===== src/rtl/fetch_ctrl_if.sv =====
// Fetch controller bus bundle: redirect requests, program-memory port,
// registered instruction outputs and stack status.
// Optional macro FETCH_STACK_FLAGS_EN adds the sticky stk_ovf/stk_unf flags.
interface fetch_ctrl_if #(
  parameter int AW = 10,
  parameter int DW = 16
);
  logic          stall;
  logic          jump;
  logic          call;
  logic          ret;
  logic [AW-1:0] target;
  logic [AW-1:0] a;
  logic [DW-1:0] rd;
  logic [DW-1:0] instr;
  logic [AW-1:0] instr_pc;
  logic          instr_valid;
  logic          stack_empty;
  logic          stack_full;
`ifdef FETCH_STACK_FLAGS_EN
  logic          stk_ovf;
  logic          stk_unf;

  // Fetch controller side.
  modport master (
    input  stall, jump, call, ret, target, rd,
    output a, instr, instr_pc, instr_valid, stack_empty, stack_full,
    output stk_ovf, stk_unf
  );

  // Memory / decode side.
  modport slave (
    output stall, jump, call, ret, target, rd,
    input  a, instr, instr_pc, instr_valid, stack_empty, stack_full,
    input  stk_ovf, stk_unf
  );
`else
  // Fetch controller side.
  modport master (
    input  stall, jump, call, ret, target, rd,
    output a, instr, instr_pc, instr_valid, stack_empty, stack_full
  );

  // Memory / decode side.
  modport slave (
    output stall, jump, call, ret, target, rd,
    input  a, instr, instr_pc, instr_valid, stack_empty, stack_full
  );
`endif
endinterface


===== src/rtl/fetch_ctrl.sv =====
// Instruction-fetch sequencer: owns the PC, drives the program-memory
// address, registers the fetched word, and handles jump/call/ret redirects
// with a small return-address stack. Redirect priority is ret > call > jump.
// Optional macro FETCH_STACK_FLAGS_EN adds sticky overflow/underflow flags.
module fetch_ctrl #(
  parameter int AW    = 10,
  parameter int DW    = 16,
  parameter int DEPTH = 4
) (
  input  logic        clk,
  input  logic        reset,
  fetch_ctrl_if.master bus
);
  localparam int PW = $clog2(DEPTH) + 1;
  localparam int IW = (DEPTH > 1) ? $clog2(DEPTH) : 1;

  logic [AW-1:0] pc_reg, pc_next;
  logic [DW-1:0] instr_reg, instr_next;
  logic [AW-1:0] ipc_reg, ipc_next;
  logic          valid_reg, valid_next;
  logic [PW-1:0] sp_reg, sp_next;
  logic [AW-1:0] stack_reg [DEPTH];

  logic          empty, full;
  logic          push_en;
  logic [IW-1:0] push_idx, top_idx;
  logic [AW-1:0] push_data, top_data;
  logic          ovf_set, unf_set;

  assign empty     = (sp_reg == '0);
  assign full      = (sp_reg == PW'(DEPTH));
  // push_idx is only used when not full, so sp fits in IW bits there.
  assign push_idx  = sp_reg[IW-1:0];
  assign top_idx   = IW'(sp_reg - PW'(1));
  assign push_data = ipc_reg + AW'(1);
  assign top_data  = stack_reg[top_idx];

  // Next-state selection: stall freezes everything, then ret > call > jump > fetch.
  always_comb begin
    pc_next    = pc_reg;
    instr_next = instr_reg;
    ipc_next   = ipc_reg;
    valid_next = valid_reg;
    sp_next    = sp_reg;
    push_en    = 1'b0;
    ovf_set    = 1'b0;
    unf_set    = 1'b0;
    if (!bus.stall) begin
      if (bus.ret) begin
        valid_next = 1'b0;
        if (empty) begin
          pc_next = '0;
          unf_set = 1'b1;
        end else begin
          pc_next = top_data;
          sp_next = sp_reg - PW'(1);
        end
      end else if (bus.call) begin
        valid_next = 1'b0;
        pc_next    = bus.target;
        if (full) begin
          ovf_set = 1'b1;
        end else begin
          push_en = 1'b1;
          sp_next = sp_reg + PW'(1);
        end
      end else if (bus.jump) begin
        valid_next = 1'b0;
        pc_next    = bus.target;
      end else begin
        instr_next = bus.rd;
        ipc_next   = pc_reg;
        valid_next = 1'b1;
        pc_next    = pc_reg + AW'(1);
      end
    end
  end

  // PC, instruction register and stack pointer.
  always_ff @(posedge clk or negedge reset) begin
    if (!reset) begin
      pc_reg    <= '0;
      instr_reg <= '0;
      ipc_reg   <= '0;
      valid_reg <= 1'b0;
      sp_reg    <= '0;
    end else begin
      pc_reg    <= pc_next;
      instr_reg <= instr_next;
      ipc_reg   <= ipc_next;
      valid_reg <= valid_next;
      sp_reg    <= sp_next;
    end
  end

  // Return-address stack entries; cleared on reset so they never hold X.
  always_ff @(posedge clk or negedge reset) begin
    if (!reset) begin
      for (int i = 0; i < DEPTH; i++) stack_reg[i] <= '0;
    end else if (push_en) begin
      stack_reg[push_idx] <= push_data;
    end
  end

`ifdef FETCH_STACK_FLAGS_EN
  logic ovf_reg, unf_reg;

  // Sticky overflow/underflow flags, cleared only by reset.
  always_ff @(posedge clk or negedge reset) begin
    if (!reset) begin
      ovf_reg <= 1'b0;
      unf_reg <= 1'b0;
    end else begin
      if (ovf_set) ovf_reg <= 1'b1;
      if (unf_set) unf_reg <= 1'b1;
    end
  end

  assign bus.stk_ovf = ovf_reg;
  assign bus.stk_unf = unf_reg;
`else
  logic unused_flags;
  assign unused_flags = ovf_set ^ unf_set;
`endif

  assign bus.a           = pc_reg;
  assign bus.instr       = instr_reg;
  assign bus.instr_pc    = ipc_reg;
  assign bus.instr_valid = valid_reg;
  assign bus.stack_empty = empty;
  assign bus.stack_full  = full;
endmodule


===== src/flat_wrapper.sv =====
// flat-port wrapper written by rule: the top's interface ports become plain ports
module fetch_ctrl_flat 
#(
  parameter int AW    = 10,
  parameter int DW    = 16,
  parameter int DEPTH = 4
)
  (clk, reset, bus_stall, bus_jump, bus_call, bus_ret, bus_target, bus_rd, bus_a, bus_instr, bus_instr_pc, bus_instr_valid, bus_stack_empty, bus_stack_full);
  fetch_ctrl_if #(.AW(AW), .DW(DW)) bus_i ();
  input  logic clk;
  input  logic reset;
  input wire logic [$bits(bus_i.stall)-1:0] bus_stall;
  input wire logic [$bits(bus_i.jump)-1:0] bus_jump;
  input wire logic [$bits(bus_i.call)-1:0] bus_call;
  input wire logic [$bits(bus_i.ret)-1:0] bus_ret;
  input wire logic [$bits(bus_i.target)-1:0] bus_target;
  input wire logic [$bits(bus_i.rd)-1:0] bus_rd;
  output wire logic [$bits(bus_i.a)-1:0] bus_a;
  output wire logic [$bits(bus_i.instr)-1:0] bus_instr;
  output wire logic [$bits(bus_i.instr_pc)-1:0] bus_instr_pc;
  output wire logic [$bits(bus_i.instr_valid)-1:0] bus_instr_valid;
  output wire logic [$bits(bus_i.stack_empty)-1:0] bus_stack_empty;
  output wire logic [$bits(bus_i.stack_full)-1:0] bus_stack_full;
  assign bus_i.stall = bus_stall;
  assign bus_i.jump = bus_jump;
  assign bus_i.call = bus_call;
  assign bus_i.ret = bus_ret;
  assign bus_i.target = bus_target;
  assign bus_i.rd = bus_rd;
  assign bus_a = bus_i.a;
  assign bus_instr = bus_i.instr;
  assign bus_instr_pc = bus_i.instr_pc;
  assign bus_instr_valid = bus_i.instr_valid;
  assign bus_stack_empty = bus_i.stack_empty;
  assign bus_stack_full = bus_i.stack_full;
  fetch_ctrl #(.AW(AW), .DW(DW), .DEPTH(DEPTH)) u_core (.clk(clk), .reset(reset), .bus(bus_i));
endmodule

===== config.mk =====
export PLATFORM = sky130hd
export DESIGN_NAME = fetch_ctrl_flat
export DESIGN_NICKNAME = d
export VERILOG_FILES = /design/src/rtl/fetch_ctrl_if.sv /design/src/rtl/fetch_ctrl.sv /design/src/flat_wrapper.sv
export SDC_FILE = /design/constraint.sdc
export NUM_CORES = 1
export LEC_CHECK = 0
export ABC_AREA = 1
export CAP_MARGIN = 15
export CORE_ASPECT_RATIO = 0.7
export CORE_MARGIN = 2
export CORE_UTILIZATION = 57
export DETAILED_ROUTE_END_ITERATION = 10
export HOLD_SLACK_MARGIN = 0.05
export PLACE_DENSITY = 0.85
export SKIP_CTS_REPAIR_TIMING = 1
export SLEW_MARGIN = 25
export SYNTH_ARGS = -nofsm -noshare
export SYNTH_HDL_FRONTEND = slang
export SYNTH_SLANG_ARGS = --single-unit

===== constraint.sdc =====
create_clock -name clk -period 4.3 [get_ports clk]
set_input_delay 0.86 -clock clk [delete_from_list [all_inputs] [get_ports clk]]
set_output_delay 0.86 -clock clk [all_outputs]
set_load 0.02 [all_outputs]

Yosys cells after proc, flatten, opt, wreduce, memory -nomap -nowiden. Index checks and enable logic that the tools add are counted.

Equality and inequality tests: 3. Muxes and demuxes: 21. Order comparisons: 3. Add/sub/neg operators: 4. Bitwise logic cells: 6. Reductions and logical operators: 5.

Operators by type and width (count): $mux 10 (7); $bwmux 40 (1); $add 10x1->10 const B (2); $bmux 10 s2 (1); $demux 10 s2 (1); $mux 3 (4); $reduce_and 4->1 (2); $mux 1 (7); $ge 3x3->1 const B (2); $not 2->3 (2); $ne 2x2->1 const B (2); $not 1->1 (4); $add 3x1->3 const B (1); $eq 3x3->1 const B (1); $logic_not 3->1 (1); $lt 3x1->1 const B (1); $sub 3x1->3 const B (1); $reduce_bool 2->1 (1); $logic_and 1x1->1 (1).

Bits of input ports: 32. Output and inout bits: 39. Flip-flop bits (word level): 80.

Depth between registers and ports, before layout. Gate-level depths: netlist (run 1).

Depth in word-level cells: 7. Gate-level depth with buffers: 11. Depth with buffers taken out: 9.

Worst setup path after synthesis (run 1). OpenSTA, ideal clock, no wires.

Path type: register -> output. Start: register u_core.sp_reg[0]. End: output bus_stack_empty. Arrival time: 1481 ps. Buffers on the path: 2. Stages on the path, launching flop included: 7. Required time: 3440 ps. Path slack: 1959 ps. Path through: dfrtp_1 -> buf_2 -> inv_2 -> buf_2 -> ha_1 -> inv_1 -> nor2_1.

Longest elaborated chain between the ends: 1.

Ends and longest elaborated chain: start: declaration (RTL line fetch_ctrl.sv:21) `logic [PW-1:0] sp_reg, sp_next;`; start signal: assignment (RTL line fetch_ctrl.sv:92) `sp_reg <= sp_next;`; $logic_not 3->1 (RTL line fetch_ctrl.sv:30) `assign empty = (sp_reg == '0);`; end: declaration (RTL line flat_wrapper.sv:22) `output wire logic [$bits(bus_i.stack_empty)-1:0] bus_stack_empty;`.

Every way passes these cells.

Final worst setup path (run 1). Ends and elaborated chain as after synthesis.

==> results of run 1 <==
path summary, 6_finish.rpt:
check,startpoint,to,slack (ns)
max,u_core.sp_reg[0],bus_stack_empty,0.73
min,u_core.stack_reg[14],u_core.stack_reg[14],0.48
max reg2reg,u_core.sp_reg[0],u_core.bus.a[8],1.28
min reg2reg,u_core.stack_reg[14],u_core.stack_reg[14],0.48
max in group asynchronous,reset,u_core.bus.a[9],3.28
min in group asynchronous,reset,u_core.stack_reg[25],0.53
metrics by stage:
step / area, um2 / worst slack [ns] / utilization / hold slack (ns) / total power (W)
2_1_floorplan: 4058 / 1.959 / - / 0.4422 / 0.002110
3_3_place_gp: 4798 / 1.242 / 0.7037 / 0.4568 / 0.002579
3_5_place_dp: 4798 / 1.171 / 0.7037 / 0.4648 / 0.002643
4_1_cts: 5005 / 0.7710 / 0.7339 / 0.4836 / 0.003225
5_1_grt: 5009 / 0.5179 / 0.7345 / 0.5115 / 0.003468
6_report: 5009 / 0.7255 / 0.7345 / 0.4807 / 0.003230
power by group:
group / switching (W) / internal [W]
logic: 0.000798 / 0.000552
registers: 0.000280 / 0.00102
clock network: 0.000291 / 0.000286
total: 0.00137 / 0.00186
cells by family (layout without fill, tap and decap cells):
kind of cell | Yosys count | count (layout) | share of synthesized area
fa+ha+maj | 7 | 7 | 0.02158
xor+xnor | 8 | 8 | 0.01727
compound gates | 62 | 62 | 0.08049
buf+inv | 61 | 134 | 0.06660
flops | 80 | 80 | 0.4934
mux | 16 | 16 | 0.04440
simple gates | 267 | 267 | 0.2763
worst max-delay path, cell delays in order (launching register included):
cell,delay (ns)
dfrtp_1,0.94
inv_2,0.35
ha_1,0.32
inv_1,0.11
nor2_1,0.09
clkdlybuf4s50_1,0.55
final cells by class:
cell class                      count  area, um2
Sequential cell                    80       2002
Tap cell                           94      117.6
Timing Repair Buffer               74      732.0
Inverter                           44      165.2
Clock buffer                       10      137.6
Clock inverter                      6      68.82
Fill cell                         549       1810
Multi-Input combinational cell    360       1785
routing by layer:
layer  vias to the layer above  part of all wire  global-route usage
li1                       1726                 -                   -
met1                      1765              0.44              0.4203
met2                       162              0.46              0.4711
met3                        12             0.092             0.07975
met4                         0            0.0069             0.04889
met5                         -                 0                   0
cell usage after synthesis:
cell type  number
nand3_4         1
nand3_1        43
nor2_2          1
buf_6           3
nand4_1         1
o221ai_1        1
clkbuf_1        2
a21boi_0        1
o21a_1          1
nand2_2         1
nand2_1       170
nor2_4          5
xor2_1          6
nor2_1         41
nor3_1          3
clkinv_1        2
o21ai_1        10
ha_1            7
a21oi_1        10
inv_2           5
buf_2           9
o211ai_1        1
inv_1          37
o21ai_2         1
a31oi_1         1
o21ai_0        36
xnor2_1         2
mux2_2         16
dfrtp_1        80
or2_2           1
buf_1           1
buf_4           2
==> metrics.txt, run 1 <==
DPL Wire Length=7876 um; # diodes=0; first-pass GRT wire length=17710 um; most common cell after layout, fill and taps aside=nand2_1; minimum clock period=3.575 ns; placed insts=652; count of different cell masters after synthesis=32; antenna violation net count after detailed routing=0; R2R depth=8; layout cells sized above 1=0.09059; DRC=0; Worst Hold Depth=2; Clock H-tree levels=3; number of flip-flops in the largest register=40; Synth Register Bits=80; DR iter-0 viols=270; clk buf depth=2; Setup Total Neg Slack=0 ns; Crit Path Max Fanout=27; Layout Cells excl Fill=668; skew final=0.006460 ns; fmax=279.8 MHz; GRT Overall Usage=0.2960; drt pass-1 iters=5; initial antenna violation count=0; Seq/Total Area, Yosys=0.4934; Final Hold Viols=0; Req. time, crit path=3.44 ns; ratio of final minimum period to clock period=0.8313; vias in the first global route=3535; Root Buffer=clkbuf_8; most frequent cells in the layout=nand2_1, dfrtp_1, clkdlybuf4s50_1; GP Congestion=0.9216; Layout Nets=608; DR vias/cell=5.487; Max transition margin=0.4030; worst vdd ir=0.0003425 V; io pins=71; IO Port Bufs=70; power per cell area=644.8 nW/um2; Reg clk slew, reported paths=0.08 ns; status=complete, no violations; # Max-Cap Violations=0; row cnt=25; Synth Instances=501; worst-margin pin slew=0.8955 ns; Clock Sink Count=80; syn_nets=540; Remaining Overflow, GRT=0; largest net degree at the start of global routing=81; largest area contributor in the netlist=dfrtp_1; Final setup viols=0; vias=3665; Yosys warnings=0; die width=104.8 um; Setup crit start kind=flip-flop; Pleak=2.367 nW; Post-Route WL=10900 um; top cells by area, synth=dfrtp_1, nand2_1, nand3_1; Critical Path AT=2.71 ns; Layout area overhead=23.43%; CTS tree=built; Yosys top cell area share=0.4934; drt wl/cell=16.32 um; Avg Inst Size Synth=8.099 um2; Core Area=6819 um2; Syn Std Cell Area=4058 um2; unrepaired setup endpoints after global routing=false; Die ar.=7820 um2; Hold/Removal Path Class=flip-flop to flip-flop; Starting Density=0.5950; clock latency on the worst-skew pair=0.36 ns; Crit. End Element=output port; DIE HEIGHT=74.59 um; Slew Viols, Final=0; clock buffer count from CTS=9; Setup Crit Path Kind=flip-flop to output port
No activity file was read; power rests on OpenSTA's default activity.
==> run 2, diff against run 1 <==
Settings changed: CORE_UTILIZATION 57 to 48, PLACE_DENSITY 0.85 to 0.77.
Clock period 4.3 ns to 3.2 ns, I/O delays scaled along.
==> metrics.txt, run 2 (synthesis results as in run 1) <==
CTS tree=built (unchanged); number of flip-flops in the largest register=40 (unchanged); R2R Setup Slk=1.15 ns (was 1.28 ns); drt pass-1 iters=7 (was 5); Final Hold Slack=0.3323 ns (was 0.4807 ns); vias in the first global route=3413 (was 3535); Hold/Removal Path Class=input port to async pin (was flip-flop to flip-flop); Critical Path AT=2.23 ns (was 2.71 ns); most common cell after layout, fill and taps aside=nand2_1 (unchanged); Max transition margin=0.5062 (was 0.4030); io pins=71 (unchanged); initial antenna violation count=0 (unchanged); Crit. End Element=output port (unchanged); drt wl/cell=15.42 um (was 16.32 um); GP Congestion=0.9071 (was 0.9216); fill cell count=738 (was 549); Clock Sink Count=80 (unchanged); die width=113.9 um (was 104.8 um); Setup Total Neg Slack=0 ns (unchanged); first-pass GRT wire length=17090 um (was 17710 um); # diodes=0 (unchanged); DR vias/cell=5.286 (was 5.487); worst vdd ir=0.0004192 V (was 0.0003425 V); Core Area=8338 um2 (was 6819 um2); # Max-Cap Violations=0 (unchanged); power per cell area=911.8 nW/um2 (was 644.8 nW/um2); DRC=0 (unchanged); Setup WS post-layout=0.3272 ns (was 0.7255 ns); Starting Density=0.4866 (was 0.5950); R2R depth=7 (was 8); row cnt=28 (was 25); Clock H-tree levels=3 (unchanged); GRT Overall Usage=0.2422 (was 0.2960); minimum clock period=2.873 ns; DR iter-0 viols=363 (was 270); Crit Path Max Fanout=20 (was 27); Final setup viols=0 (unchanged); clock latency on the worst-skew pair=0.34 ns (was 0.36 ns); R2R Path End=u_core.stack_reg[5] (was u_core.bus.a[8]); DIE HEIGHT=80.93 um (was 74.59 um); layout cells sized above 1=0.08885 (was 0.09059); clk buf depth=2 (unchanged); Setup Crit Path Kind=flip-flop to output port (unchanged); Layout area overhead=26.64% (was 23.43%); Req. time, crit path=2.56 ns (was 3.44 ns); Slew Viols, Final=0 (unchanged); placed standard-cell area=4812 um2 (was 4798 um2); Die ar.=9217 um2 (was 7820 um2); worst-margin pin slew=0.7380 ns (was 0.8955 ns); Remaining Overflow, GRT=0 (unchanged); status=complete, no violations (unchanged); vias=3589 (was 3665); ratio of final minimum period to clock period=0.8978; Setup crit start kind=flip-flop (unchanged); IO Port Bufs=70 (unchanged); Pleak=2.415 nW (was 2.367 nW); Final Util=0.6163 (was 0.7345); dpl ws=0.6927 ns (was 1.171 ns); skew final=0.007062 ns (was 0.006460 ns); clock buffer count from CTS=9 (unchanged); fmax=348.1 MHz; Root Buffer=clkbuf_16 (was clkbuf_8); largest net degree at the start of global routing=81 (unchanged); Layout Nets=608 (unchanged); most frequent cells in the layout=nand2_1, dfrtp_1, clkdlybuf4s50_1 (unchanged); fin area=5139 um2 (was 5009 um2); FF-to-FF Start=u_core.sp_reg[0] (unchanged); Reg clk slew, reported paths=0.06 ns (was 0.08 ns); DPL Wire Length=7389 um (was 7876 um); unrepaired setup endpoints after global routing=false (unchanged); antenna violation net count after detailed routing=0 (unchanged); Final Hold Viols=0 (unchanged); Post-Route WL=10470 um (was 10900 um)
## run 2: cell count changes in the layout (fill, tap and decap cells not counted), sizes merged
cell      delta
clkinv       -3
bufinv       +1
clkbuf       +1
clkinvlp     +1
## run 2: through the flow
stage / total power [W] / std cells
3_3_place_gp: 0.003520 / 663
5_1_grt: 0.005023 / 679
2_1_floorplan: 0.002835 / 501
4_1_cts: 0.004693 / 679
3_5_place_dp: 0.003578 / 663
6_report: 0.004686 / 679
## run 2: worst max-delay path by stage
stage / slack, ns / end / startpoint
global placement: 0.77 / bus_stack_empty / u_core.sp_reg[0]
detailed placement: 0.69 / u_core.stack_reg[5] / bus_stall
CTS: 0.33 / bus_stack_empty / u_core.sp_reg[0]
global route: 0.22 / bus_stack_empty / u_core.sp_reg[0]
floorplan: 1.08 / bus_stack_empty / u_core.sp_reg[0]
finish: 0.33 / bus_stack_empty / u_core.sp_reg[0]
## run 2: area by class of cell
| cell class | count | area, um2 | share of cell area |
|---|---|---|---|
| timing repair buffer | 74 | 732.0 | 0.1424 |
| tap | 105 | 131.4 | 0.02557 |
| clock inverter | 5 | 80.08 | 0.01558 |
| sequential | 80 | 2002 | 0.3896 |
| clock buffer | 11 | 242.7 | 0.04724 |
| inverter | 44 | 165.2 | 0.03214 |
| multi-input combinational | 360 | 1785 | 0.3475 |
## run 2: critical path, cell delays in order, from the launching register on
cell	delay [ns]
dfrtp_1	0.39
inv_2	0.29
ha_1	0.25
inv_1	0.09
nor2_1	0.23
clkdlybuf4s50_1	0.66
## run 2: power breakdown
part	switching [W]	internal (W)	leakage [nW]	total (W)
Combinational	0.00114	0.000758	1.26	0.00190
Sequential	0.000313	0.00138	1.00	0.00169
Clock	0.000395	0.000703	0.152	0.00110
Total	0.00185	0.00284	2.42	0.00469
## run 2: routing by layer
layer / GRT usage / vias up / wire length [um]
met2: 0.3515 / 153 / 4594
met3: 0.07836 / 16 / 1017
li1: - / 1731 / -
met4: 0.07439 / 0 / 144
met5: 0 / - / 0
met1: 0.3464 / 1689 / 4714
==> run 3, diff against run 2 <==
Settings changed: TNS_END_PERCENT from default to 50.
==> results of run 3 <==
The final DEF is identical to that of run 2; final timing and power are the same.
